### src/rtl/swing_pkg.sv
// rtl/swing_pkg.sv - shared state encoding and default constants for the swing sequencer
package swing_pkg;

  localparam int ROUNDS_DEF  = 6;
  localparam int CNT_W_DEF   = 27;
  localparam int PERIOD_DEF  = 100_000_000;
  localparam int TIMEOUT_DEF = 200_000_000;

  typedef enum logic [6:0] {
    ST_IDLE    = 7'b000_0001,
    ST_BALANCE = 7'b000_0010,
    ST_WAIT    = 7'b000_0100,
    ST_SWING_R = 7'b000_1000,
    ST_SWING_L = 7'b001_0000,
    ST_DAMP    = 7'b010_0000,
    ST_FAULT   = 7'b100_0000
  } state_t;

endpackage

### src/rtl/swing_seq_ctrl_if.sv
// rtl/swing_seq_ctrl_if.sv - key/sensor inputs and motor/status outputs of the swing sequencer
interface swing_seq_ctrl_if #(
  parameter int RC_W = 3
);
  logic            key;
  logic            abort;
  logic            catcher;
  logic            jockey_r;
  logic            jockey_l;
  logic            direct;
  logic            enable;
  logic            busy;
  logic            fault;
  logic [RC_W-1:0] round_cnt;

  modport master (
    output key, abort, catcher, jockey_r, jockey_l,
    input  direct, enable, busy, fault, round_cnt
  );

  modport slave (
    input  key, abort, catcher, jockey_r, jockey_l,
    output direct, enable, busy, fault, round_cnt
  );
endinterface

### src/rtl/swing_damp_gen.sv
// rtl/swing_damp_gen.sv - decaying half-period generator for the damping oscillation
module swing_damp_gen #(
  parameter int CNT_W    = 27,
  parameter int PERIOD   = 100_000_000,
  parameter int DECAY_SH = 1,
  parameter int MIN_HALF = 1
) (
  input  logic clk,
  input  logic rst_n,
  input  logic i_start,
  input  logic i_abort,
  output logic o_dir,
  output logic o_done
);
  localparam logic [CNT_W-1:0] PERIOD_H = CNT_W'(PERIOD);
  localparam logic [CNT_W-1:0] MIN_H    = CNT_W'(MIN_HALF);

  logic [CNT_W-1:0] r_half;
  logic [CNT_W-1:0] r_timer;
  logic             r_dir;
  logic             r_active;

  logic [CNT_W-1:0] w_next_half;
  logic             w_end;
  logic             w_stop;

  assign w_next_half = r_half >> DECAY_SH;
  assign w_end       = r_active && (r_timer == r_half - CNT_W'(1));
  assign w_stop      = w_next_half < MIN_H;
  assign o_done      = w_end && w_stop;
  assign o_dir       = r_dir;

  always_ff @(posedge clk or negedge rst_n) begin
    if (!rst_n) begin
      r_half   <= '0;
      r_timer  <= '0;
      r_dir    <= 1'b0;
      r_active <= 1'b0;
    end else if (i_abort) begin
      r_half   <= '0;
      r_timer  <= '0;
      r_dir    <= 1'b0;
      r_active <= 1'b0;
    end else if (i_start) begin
      r_half   <= PERIOD_H;
      r_timer  <= '0;
      r_dir    <= 1'b1;
      r_active <= 1'b1;
    end else if (r_active) begin
      if (w_end) begin
        r_timer <= '0;
        // The final half-period ends without a reversal; the sequencer leaves DAMP.
        if (w_stop) begin
          r_active <= 1'b0;
          r_half   <= '0;
        end else begin
          r_dir  <= ~r_dir;
          r_half <= w_next_half;
        end
      end else begin
        r_timer <= r_timer + CNT_W'(1);
      end
    end
  end
endmodule

### src/rtl/swing_seq_ctrl.sv
// rtl/swing_seq_ctrl.sv - balance/swing/damping sequencer for the main-axis motor (option: SWING_DEADTIME_EN)
module swing_seq_ctrl
  import swing_pkg::*;
#(
  parameter int ROUNDS   = ROUNDS_DEF,
  parameter int CNT_W    = CNT_W_DEF,
  parameter int PERIOD   = PERIOD_DEF,
  parameter int DECAY_SH = 1,
  parameter int MIN_HALF = 1,
  parameter int TIMEOUT  = TIMEOUT_DEF,
  parameter int DEADTIME = 1000
) (
  input  logic             sclk,
  input  logic             s_rst_n,
  swing_seq_ctrl_if.slave  bus
);
  localparam int               RC_W     = $clog2(ROUNDS + 1);
  localparam logic [CNT_W-1:0] TMO_LAST = CNT_W'(TIMEOUT - 1);
  localparam logic [RC_W-1:0]  RC_MAX   = RC_W'(ROUNDS);

  state_t           r_state;
  logic [CNT_W-1:0] r_timer;
  logic [RC_W-1:0]  r_round_cnt;
  logic             r_key_d;
  logic             r_direct;
  logic             r_enable;
  logic             r_busy;
  logic             r_fault;

  logic             w_key_rise;
  logic [RC_W-1:0]  w_rc_inc;
  logic             w_start;
  logic             w_dir;
  logic             w_done;
  logic             w_en_dec;
  logic             w_dir_dec;

  assign w_key_rise = bus.key & ~r_key_d;
  assign w_rc_inc   = r_round_cnt + RC_W'(1);
  assign w_start    = !bus.abort && (r_state == ST_SWING_L) && !bus.jockey_l && (w_rc_inc == RC_MAX);

  swing_damp_gen #(
    .CNT_W    (CNT_W),
    .PERIOD   (PERIOD),
    .DECAY_SH (DECAY_SH),
    .MIN_HALF (MIN_HALF)
  ) u_damp (
    .clk     (sclk),
    .rst_n   (s_rst_n),
    .i_start (w_start),
    .i_abort (bus.abort),
    .o_dir   (w_dir),
    .o_done  (w_done)
  );

  always_comb begin
    w_en_dec  = 1'b0;
    w_dir_dec = 1'b0;
    case (r_state)
      ST_BALANCE: w_en_dec = 1'b1;
      ST_SWING_R: begin
        w_en_dec  = 1'b1;
        w_dir_dec = 1'b1;
      end
      ST_SWING_L: w_en_dec = 1'b1;
      ST_DAMP: begin
        w_en_dec  = 1'b1;
        w_dir_dec = w_dir;
      end
      default: ;
    endcase
  end

`ifdef SWING_DEADTIME_EN
  localparam int              DT_W    = (DEADTIME > 1) ? $clog2(DEADTIME) : 1;
  localparam logic [DT_W-1:0] DT_LAST = DT_W'(DEADTIME - 1);
  logic [DT_W-1:0] r_dt;
`else
  wire [31:0] w_unused_deadtime = 32'(DEADTIME);
`endif

  always_ff @(posedge sclk or negedge s_rst_n) begin
    if (!s_rst_n) begin
      r_state     <= ST_IDLE;
      r_timer     <= '0;
      r_round_cnt <= '0;
      r_key_d     <= 1'b0;
      r_direct    <= 1'b0;
      r_enable    <= 1'b0;
      r_busy      <= 1'b0;
      r_fault     <= 1'b0;
`ifdef SWING_DEADTIME_EN
      r_dt        <= '0;
`endif
    end else begin
      r_key_d  <= bus.key;
      r_direct <= w_dir_dec;
      r_busy   <= !(r_state == ST_IDLE || r_state == ST_FAULT);
      r_fault  <= (r_state == ST_FAULT);
`ifdef SWING_DEADTIME_EN
      // A reversal while driving opens the dead-time window in the same cycle direct flips.
      if (bus.abort) begin
        r_dt     <= '0;
        r_enable <= w_en_dec;
      end else if (w_en_dec && (r_enable || r_dt != '0) && (w_dir_dec != r_direct)) begin
        r_dt     <= DT_LAST;
        r_enable <= 1'b0;
      end else if (r_dt != '0) begin
        r_dt     <= r_dt - DT_W'(1);
        r_enable <= 1'b0;
      end else begin
        r_enable <= w_en_dec;
      end
`else
      r_enable <= w_en_dec;
`endif

      if (bus.abort) begin
        r_state     <= ST_IDLE;
        r_timer     <= '0;
        r_round_cnt <= '0;
      end else begin
        case (r_state)
          ST_IDLE:    if (w_key_rise) r_state <= ST_BALANCE;
          ST_BALANCE: if (!bus.catcher) r_state <= ST_WAIT;
          ST_WAIT: begin
            if (w_key_rise) begin
              r_state     <= ST_SWING_R;
              r_round_cnt <= '0;
              r_timer     <= '0;
            end
          end
          ST_SWING_R: begin
            if (!bus.jockey_r) begin
              r_state <= ST_SWING_L;
              r_timer <= '0;
            end else if (r_timer == TMO_LAST) begin
              r_state <= ST_FAULT;
              r_timer <= '0;
            end else begin
              r_timer <= r_timer + CNT_W'(1);
            end
          end
          ST_SWING_L: begin
            if (!bus.jockey_l) begin
              r_round_cnt <= w_rc_inc;
              r_timer     <= '0;
              r_state     <= (w_rc_inc == RC_MAX) ? ST_DAMP : ST_SWING_R;
            end else if (r_timer == TMO_LAST) begin
              r_state <= ST_FAULT;
              r_timer <= '0;
            end else begin
              r_timer <= r_timer + CNT_W'(1);
            end
          end
          ST_DAMP:  if (w_done) r_state <= ST_IDLE;
          ST_FAULT: if (w_key_rise) r_state <= ST_IDLE;
          default:  r_state <= ST_IDLE;
        endcase
      end
    end
  end

  assign bus.direct    = r_direct;
  assign bus.enable    = r_enable;
  assign bus.busy      = r_busy;
  assign bus.fault     = r_fault;
  assign bus.round_cnt = r_round_cnt;
endmodule

### src/flat_wrapper.sv
// flat-port wrapper written by rule: the top's interface ports become plain ports
module swing_seq_ctrl_flat import swing_pkg::*;
#(
  parameter int ROUNDS   = ROUNDS_DEF,
  parameter int CNT_W    = CNT_W_DEF,
  parameter int PERIOD   = PERIOD_DEF,
  parameter int DECAY_SH = 1,
  parameter int MIN_HALF = 1,
  parameter int TIMEOUT  = TIMEOUT_DEF,
  parameter int DEADTIME = 1000
)
  (sclk, s_rst_n, bus_key, bus_abort, bus_catcher, bus_jockey_r, bus_jockey_l, bus_direct, bus_enable, bus_busy, bus_fault, bus_round_cnt);
  swing_seq_ctrl_if #(.RC_W(($clog2(ROUNDS + 1)))) bus_i ();
  input  logic sclk;
  input  logic s_rst_n;
  input wire logic [$bits(bus_i.key)-1:0] bus_key;
  input wire logic [$bits(bus_i.abort)-1:0] bus_abort;
  input wire logic [$bits(bus_i.catcher)-1:0] bus_catcher;
  input wire logic [$bits(bus_i.jockey_r)-1:0] bus_jockey_r;
  input wire logic [$bits(bus_i.jockey_l)-1:0] bus_jockey_l;
  output wire logic [$bits(bus_i.direct)-1:0] bus_direct;
  output wire logic [$bits(bus_i.enable)-1:0] bus_enable;
  output wire logic [$bits(bus_i.busy)-1:0] bus_busy;
  output wire logic [$bits(bus_i.fault)-1:0] bus_fault;
  output wire logic [$bits(bus_i.round_cnt)-1:0] bus_round_cnt;
  assign bus_i.key = bus_key;
  assign bus_i.abort = bus_abort;
  assign bus_i.catcher = bus_catcher;
  assign bus_i.jockey_r = bus_jockey_r;
  assign bus_i.jockey_l = bus_jockey_l;
  assign bus_direct = bus_i.direct;
  assign bus_enable = bus_i.enable;
  assign bus_busy = bus_i.busy;
  assign bus_fault = bus_i.fault;
  assign bus_round_cnt = bus_i.round_cnt;
  swing_seq_ctrl #(.ROUNDS(ROUNDS), .CNT_W(CNT_W), .PERIOD(PERIOD), .DECAY_SH(DECAY_SH), .MIN_HALF(MIN_HALF), .TIMEOUT(TIMEOUT), .DEADTIME(DEADTIME)) u_core (.sclk(sclk), .s_rst_n(s_rst_n), .bus(bus_i));
endmodule
### config.mk
export PLATFORM = sky130hd
export DESIGN_NAME = swing_seq_ctrl_flat
export DESIGN_NICKNAME = d
export VERILOG_FILES = /design/src/rtl/swing_pkg.sv /design/src/rtl/swing_seq_ctrl_if.sv /design/src/rtl/swing_damp_gen.sv /design/src/rtl/swing_seq_ctrl.sv /design/src/flat_wrapper.sv
export SDC_FILE = /design/constraint.sdc
export NUM_CORES = 1
export LEC_CHECK = 0
export CAP_MARGIN = 20
export CORE_MARGIN = 2
export CORE_UTILIZATION = 57
export CTS_CLUSTER_DIAMETER = 40
export DETAILED_ROUTE_END_ITERATION = 16
export PLACE_DENSITY = 0.87
export REMOVE_ABC_BUFFERS = 1
export SLEW_MARGIN = 5
export SYNTH_ARGS = -nofsm -noshare
export SYNTH_HDL_FRONTEND = slang
export SYNTH_SLANG_ARGS = --single-unit
### constraint.sdc
create_clock -name sclk -period 3.02 [get_ports sclk]
set_clock_uncertainty 0.15 [all_clocks]
set_input_delay 0.604 -clock sclk [delete_from_list [all_inputs] [get_ports sclk]]
set_output_delay 0.604 -clock sclk [all_outputs]
set_load 0.005 [all_outputs]
== Word level (Yosys, flattened, before mapping) ==
Index checks and enable logic that the tools add are counted.
Widths: inputs -> output; s select.

* Add/sub/neg operators: 4
* Magnitude comparators: 1
* Equality and inequality tests: 17
* Multiplexer cells: 42
* Bitwise operators: 3
* Reduce and logical (&&, ||, !) cells: 19

{| class="wikitable"
|+ Operator list
! kind !! count
|-
| $mux 27 || 13
|-
| $pmux 27 s3 || 1
|-
| $mux 7 || 9
|-
| $add 27x1->27 const B || 2
|-
| $pmux 7 s7 || 1
|-
| $eq 27x26->1 const B || 1
|-
| $eq 27x27->1 || 1
|-
| $sub 27x1->27 const B || 1
|-
| $lt 26x1->1 const B || 1
|-
| $mux 26 || 1
|-
| $ne 3x3->1 const B || 4
|-
| $mux 1 || 11
|-
| $mux 3 || 3
|-
| $ne 3x2->1 const B || 3
|-
| $reduce_bool 3->1 || 3
|-
| $eq 7x1->1 const B || 1
|-
| $eq 7x2->1 const B || 1
|-
| $eq 7x3->1 const B || 1
|-
| $eq 7x4->1 const B || 1
|-
| $eq 7x5->1 const B || 1
|-
| $eq 7x6->1 const B || 1
|-
| $eq 7x7->1 const B || 1
|-
| $mux 6 || 1
|-
| $pmux 3 s2 || 1
|-
| 13 further kinds || 22
|}

* Register bits: 98
* Bits of input ports: 7
* Output and inout port bits: 7
* Word-level logic and storage cells: 98

== Depth between registers and ports, before layout ==
Gate-level depths: netlist (run 1).

* Word-level depth: 7
* Gate-level depth with buffers: 12
* Depth with buffers taken out: 10

== Modules after synthesis ==
Synthesis (run 1) repeated with hierarchy kept, for this count alone.

* Cell total of the unflattened synthesis: 746
* Area total of the unflattened synthesis: 6,645.1 sq um

{| class="wikitable"
|+ By module, submodules not included
! module !! times used !! cells an instance !! area an instance (sq um) !! sequential area each (sq um)
|-
| swing_damp_gen || 1 || 453 || 4,015.1 || 1,401.3
|-
| swing_seq_ctrl || 1 || 293 || 2,630.0 || 1,052.3
|}

== Least setup slack after synthesis (run 1) ==
OpenSTA, ideal clock, no wires.

* Path type: register to register
* Start point: reg u_core.u_damp.r_half[0]
* End point: reg u_core.r_state[5]
* Setup time: 0.121 ns
* Data arrival time: 2.712 ns
* Data required time: 2.749 ns
* Path slack: 0.037 ns
* Stages on the path, launching flop included: 12
* Buffers on the path: 1
* Cell sequence: dfrtp_1 inv_1 ha_1 nor4b_2 nand4_1 nor3_1 xnor2_1 o221ai_2 or2_0 buf_2 or3_1 a22o_1

* Cells in the longest elaborated chain, start to end: 6

{| class="wikitable"
|+ RTL lines
! what !! RTL line !! RTL
|-
| from (decl) || swing_damp_gen.sv:18 || <nowiki>logic [CNT_W-1:0] r_half;</nowiki>
|-
| from (signal assigned) || swing_damp_gen.sv:58 || <nowiki>r_half <= w_next_half;</nowiki>
|-
| $sub 27x1->27 || swing_damp_gen.sv:28 || <nowiki>assign w_end = r_active && (r_timer == r_half - CNT_W'(1));</nowiki>
|-
| $eq 27x27->1 || swing_damp_gen.sv:28 ||
|-
| $logic_and 1x1->1 || swing_damp_gen.sv:28 ||
|-
| $logic_and 1x1->1 || swing_damp_gen.sv:30 || <nowiki>assign o_done = w_end && w_stop;</nowiki>
|-
| $ne 3x3->1 (no line) || n/a ||
|-
| $reduce_and 5->1 (no line) || n/a ||
|-
| to (signal assigned) || swing_seq_ctrl.sv:148 || <nowiki>r_state <= (w_rc_inc == RC_MAX) ? ST_DAMP : ST_SWING_R;</nowiki>
|-
| to (decl) || swing_seq_ctrl.sv:21 || <nowiki>state_t r_state;</nowiki>
|}

Every way passes these cells.
A chain may end at the register's enable or synchronous reset.

== Worst setup path after layout (run 1) ==
* Start point: reg u_core.u_damp.r_half[1]
* End point: reg u_core.u_damp.r_timer[19]

* Cells in the longest elaborated chain, start to end: 7

{| class="wikitable"
|+ RTL lines
! what !! RTL line !! RTL
|-
| $sub 27x1->27 || swing_damp_gen.sv:28 ||
|-
| $eq 27x27->1 || swing_damp_gen.sv:28 ||
|-
| $logic_and 1x1->1 || swing_damp_gen.sv:28 ||
|-
| $mux 27 || swing_damp_gen.sv:50 || <nowiki>if (w_end) begin</nowiki>
|-
| $mux 27 || swing_damp_gen.sv:49 || <nowiki>end else if (r_active) begin</nowiki>
|-
| $mux 27 || swing_damp_gen.sv:44 || <nowiki>end else if (i_start) begin</nowiki>
|-
| $mux 27 || swing_damp_gen.sv:39 || <nowiki>end else if (i_abort) begin</nowiki>
|-
| to (signal assigned) || swing_damp_gen.sv:61 || <nowiki>r_timer <= r_timer + CNT_W'(1);</nowiki>
|-
| to (decl) || swing_damp_gen.sv:19 || <nowiki>logic [CNT_W-1:0] r_timer;</nowiki>
|}

Every way passes these cells. The select of a mux whose other input is x is not followed.

==> metrics.md, run 1 <==
| Metric | Value |
|---|---|
| Status | `complete, but fails checks` |
| Violated checks | `negative setup slack` |
| Setup-failing EPs final | `36` |
| Mean post-synth cell area | `~8.9 um^2` |
| Initial core utilization | `between 50% and 60%` |
| CTS tree | `done` |
| Final setup TNS | `-2.73 ns` |
| Fraction of registers with async set/reset | `100%` |
| Post-synth EDFFs | `0` |
| Clk_lat worst skew | `just under 0.4 ns` |
| Reg-to-reg startpoint | `u_core.u_damp.r_half[1]` |
| Clk sinks | `98` |
| Largest net degree at the start of global routing | `51` |
| Average via count per standard cell | `6.23` |
| Synth area leaders | `dfrtp_1 (40%), xnor2_1 (6.2%), nor2_1 (5.3%)` |
| Netlist cell types | `75` |
| Iter 0 DRT Violations | `between 400 and 500` |
| Slew headroom | `53.8%` |
| Fmax | `between 300 and 400 MHz` |
| Crit path arrival time | `roughly 3.3 ns` |
| Final ANT Viol Nets | `0` |
| Final HPWL DP | `between 10000 and 15000 um` |
| DR vias | `roughly 5500` |
| Critical R2R Capture | `u_core.u_damp.r_timer[19]` |
| Yosys top cell area share | `around two fifths` |
| Final antenna diode count | `0` |
| CP Class | `flip-flop to flip-flop` |
| PwrDens | `321 nW/um^2` |
| Number of global-route vias before repair | `between 5000 and 6000` |
| First-pass GRT wire length | `~25000 um` |
| Layout Cells excl Fill | `889` |
| Inst Count DP | `approximately 860` |
| Chip Width | `107 um` |
| Row count | `37` |
| CORE AREA | `10300 um^2` |
| Mapped Cells | `677` |
| Worst Reg-to-Reg Cells | `14` |
| #FFs+latches synth | `98` |
| Power Total | `2.33 mW` |
| Crit path launch type | `flip-flop` |
| Die span in y | `roughly 110 um` |
| Pleak | `roughly 3.1 nW` |
| # port buffers | `13` |
| Die area | `11500 um^2` |
| Per-cell routed wire length | `around 18 um` |
| Crit path capture type | `flip-flop` |
| Worst vdd ir | `0.229 mV` |
| R2r setup slk | `-0.12 ns` |
| Tmin final | `3.14 ns` |
| Clk buf depth | `2` |
| Clk root buf | `clkbuf_8` |
| Detailed Routing Iterations Pass 1 | `5` |
| Worst-margin pin slew | `a little under 0.7 ns` |
| Fill count | `about 720` |
| RSZ-0062 raised after global routing | `yes` |
| Worst min-delay path class | `primary input to async pin` |
| Clock transition at path regs | `0.12 ns` |
| Total track usage | `about 28%` |
| Post-synth top flop | `dfrtp_1` |
| Most frequent cell after synthesis | `dfrtp_1` |
| Number of synthesis warnings | `0` |
| Post-layout util | `70.3%` |
| Remaining Overflow, GRT | `0` |
| Initial antenna violation count | `0` |
| Overall routed net length | `around 16000 um` |
| Crit path max fanout | `6` |
| Sequential share of the synthesized area | `40.5%` |
| Htree depth | `3` |
| Proportion of layout cells with a drive suffix above 1 | `about a fifth` |
| Synthesized cell area | `just over 6000 um^2` |
| Yosys top cell by area | `dfrtp_1` |
| CTS Buf Count | `9` |
| Layout area overhead | `19.8%` |
| Final Hold Vio Count | `0` |
| CP Data Required Time | `roughly 3.1 ns` |
| GPL Wtd Cong | `around 0.95` |
| I/O Pins | `14` |
| Final Cycle Share | `104%` |
| Most instantiated cells after synthesis | `dfrtp_1 (97), nor2_1 (86), nand2_1 (60)` |
| Fin. max-slew vios | `0` |
| Fin worst setup slack | `-0.120 ns` |
| Max cap viols | `0` |
| Final net count | `between 700 and 800` |
| DRC viols | `0` |
[timing repair]
action,in CTS,in global routing
cloned,0,2
pin swaps,5,24
gates resized for setup,9,46
hold buffers,0,0
hold endpoints to repair,0,0
setup buffers,4,5
setup endpoints to repair,32,58
[per-stage QoR]
stage          area (um^2)  setup WS (ns)  hold WS (ns)
3_3_place_gp          6720       -0.00661         0.343
2_1_floorplan         5850         -0.359         0.158
4_1_cts               6970        0.00301         0.118
3_5_place_dp          6720        -0.0957         0.361
5_1_grt               7260         -0.213         0.138
6_report              7260         -0.120        0.0860
[final cells by class]
type | instances | area, um^2 | share of cell area [%]
Clock buffer | 9 | 124 | 1.71
Sequential cell | 98 | 2460 | 33.9
Clock inverter | 7 | 70.1 | 0.966
Inverter | 18 | 67.6 | 0.931
Tap cell | 136 | 170 | 2.34
Multi-Input combinational cell | 530 | 3550 | 49.0
Timing Repair Buffer | 91 | 815 | 11.2
[where the power goes]
part	internal, mW	switching [mW]
Combinational	0.0607	0.0868
Sequential	1.32	0.00966
Clock	0.321	0.529
Total	1.70	0.626
[cells by family (layout without fill, tap and decap cells)]
kind of cell	after synthesis	after routing	synth area share, %
AOI/OAI and AO/OA	132	132	13.8
adders and majority gates	5	5	1.03
buffers and inverters	49	125	4.54
muxes	14	14	2.35
and+or+nand+nor	303	303	26.8
DFF	98	98	40.5
xor gates and xnor gates	76	76	11.0
[placed cells by master (no fill, tap or decap), types with 12 or more instances in the layout]
cell type	Yosys	routed
dfrtp_1	97	94
o21ai_0	39	37
buf_4	5	71
nor2_1	86	72
a21oi_1	36	33
nand4_1	17	17
xnor2_1	43	42
nand2_1	60	60
nor3_1	22	20
a31oi_1	14	12
clkdlybuf4s50_1	0	12
nand3_1	25	24
inv_1	18	18
xor2_1	33	33
[flip-flops by register name, summed over array words and instances, names as in the netlist]
register                cells
u_core.bus.busy             1
u_core.bus.direct           1
u_core.bus.enable           1
u_core.bus.fault            1
u_core.bus.round_cnt        3
u_core.r_key_d              1
u_core.r_state              7
u_core.r_timer             27
u_core.u_damp.o_dir         1
u_core.u_damp.r_active      1
u_core.u_damp.r_half       27
u_core.u_damp.r_timer      27
[critical path, stage by stage, from the launching register on]
cell and delay, ns:
dfrtp_1 0.44, inv_1 0.07, ha_2 0.18, nor4b_4 0.18, buf_4 0.18, nand4_1 0.16
buf_4 0.21, nor3_1 0.28, xnor2_1 0.16, nor2_1 0.25, nand4_4 0.18, o21ai_4 0.23
buf_12 0.15, clkbuf_16 0.16, nor2_4 0.04
[how the worst max path moves through the flow]
stage	slack, ns	from	endpoint
finish	-0.12	u_core.u_damp.r_half[1]	u_core.u_damp.r_timer[19]
global route	-0.21	u_core.u_damp.r_half[0]	u_core.u_damp.r_timer[19]
CTS	0.003	u_core.u_damp.r_half[1]	u_core.r_state[5]
detailed placement	-0.1	u_core.u_damp.r_half[1]	u_core.u_damp.r_half[0]
global placement	-0.007	u_core.u_damp.r_half[3]	u_core.u_damp.r_half[1]
floorplan	-0.36	u_core.u_damp.r_half[0]	u_core.u_damp.r_half[0]
[layer usage]
| layer | GRT usage, % | wire length (um) | up-vias |
|---|---|---|---|
| met2 | 46.4 | 7800 | 235 |
| met5 | 0 | 0 | - |
| li1 | - | - | 2568 |
| met3 | 4.50 | 836 | 42 |
| met1 | 36.5 | 6770 | 2693 |
| met4 | 10.2 | 461 | 0 |
Power figures use the tool's default switching activity.
==> run 2: changes to the inputs <==
CTS_CLUSTER_SIZE = 10   (was default)
==> results of run 2 <==
The final DEF is identical to that of run 1; final timing and power are the same.
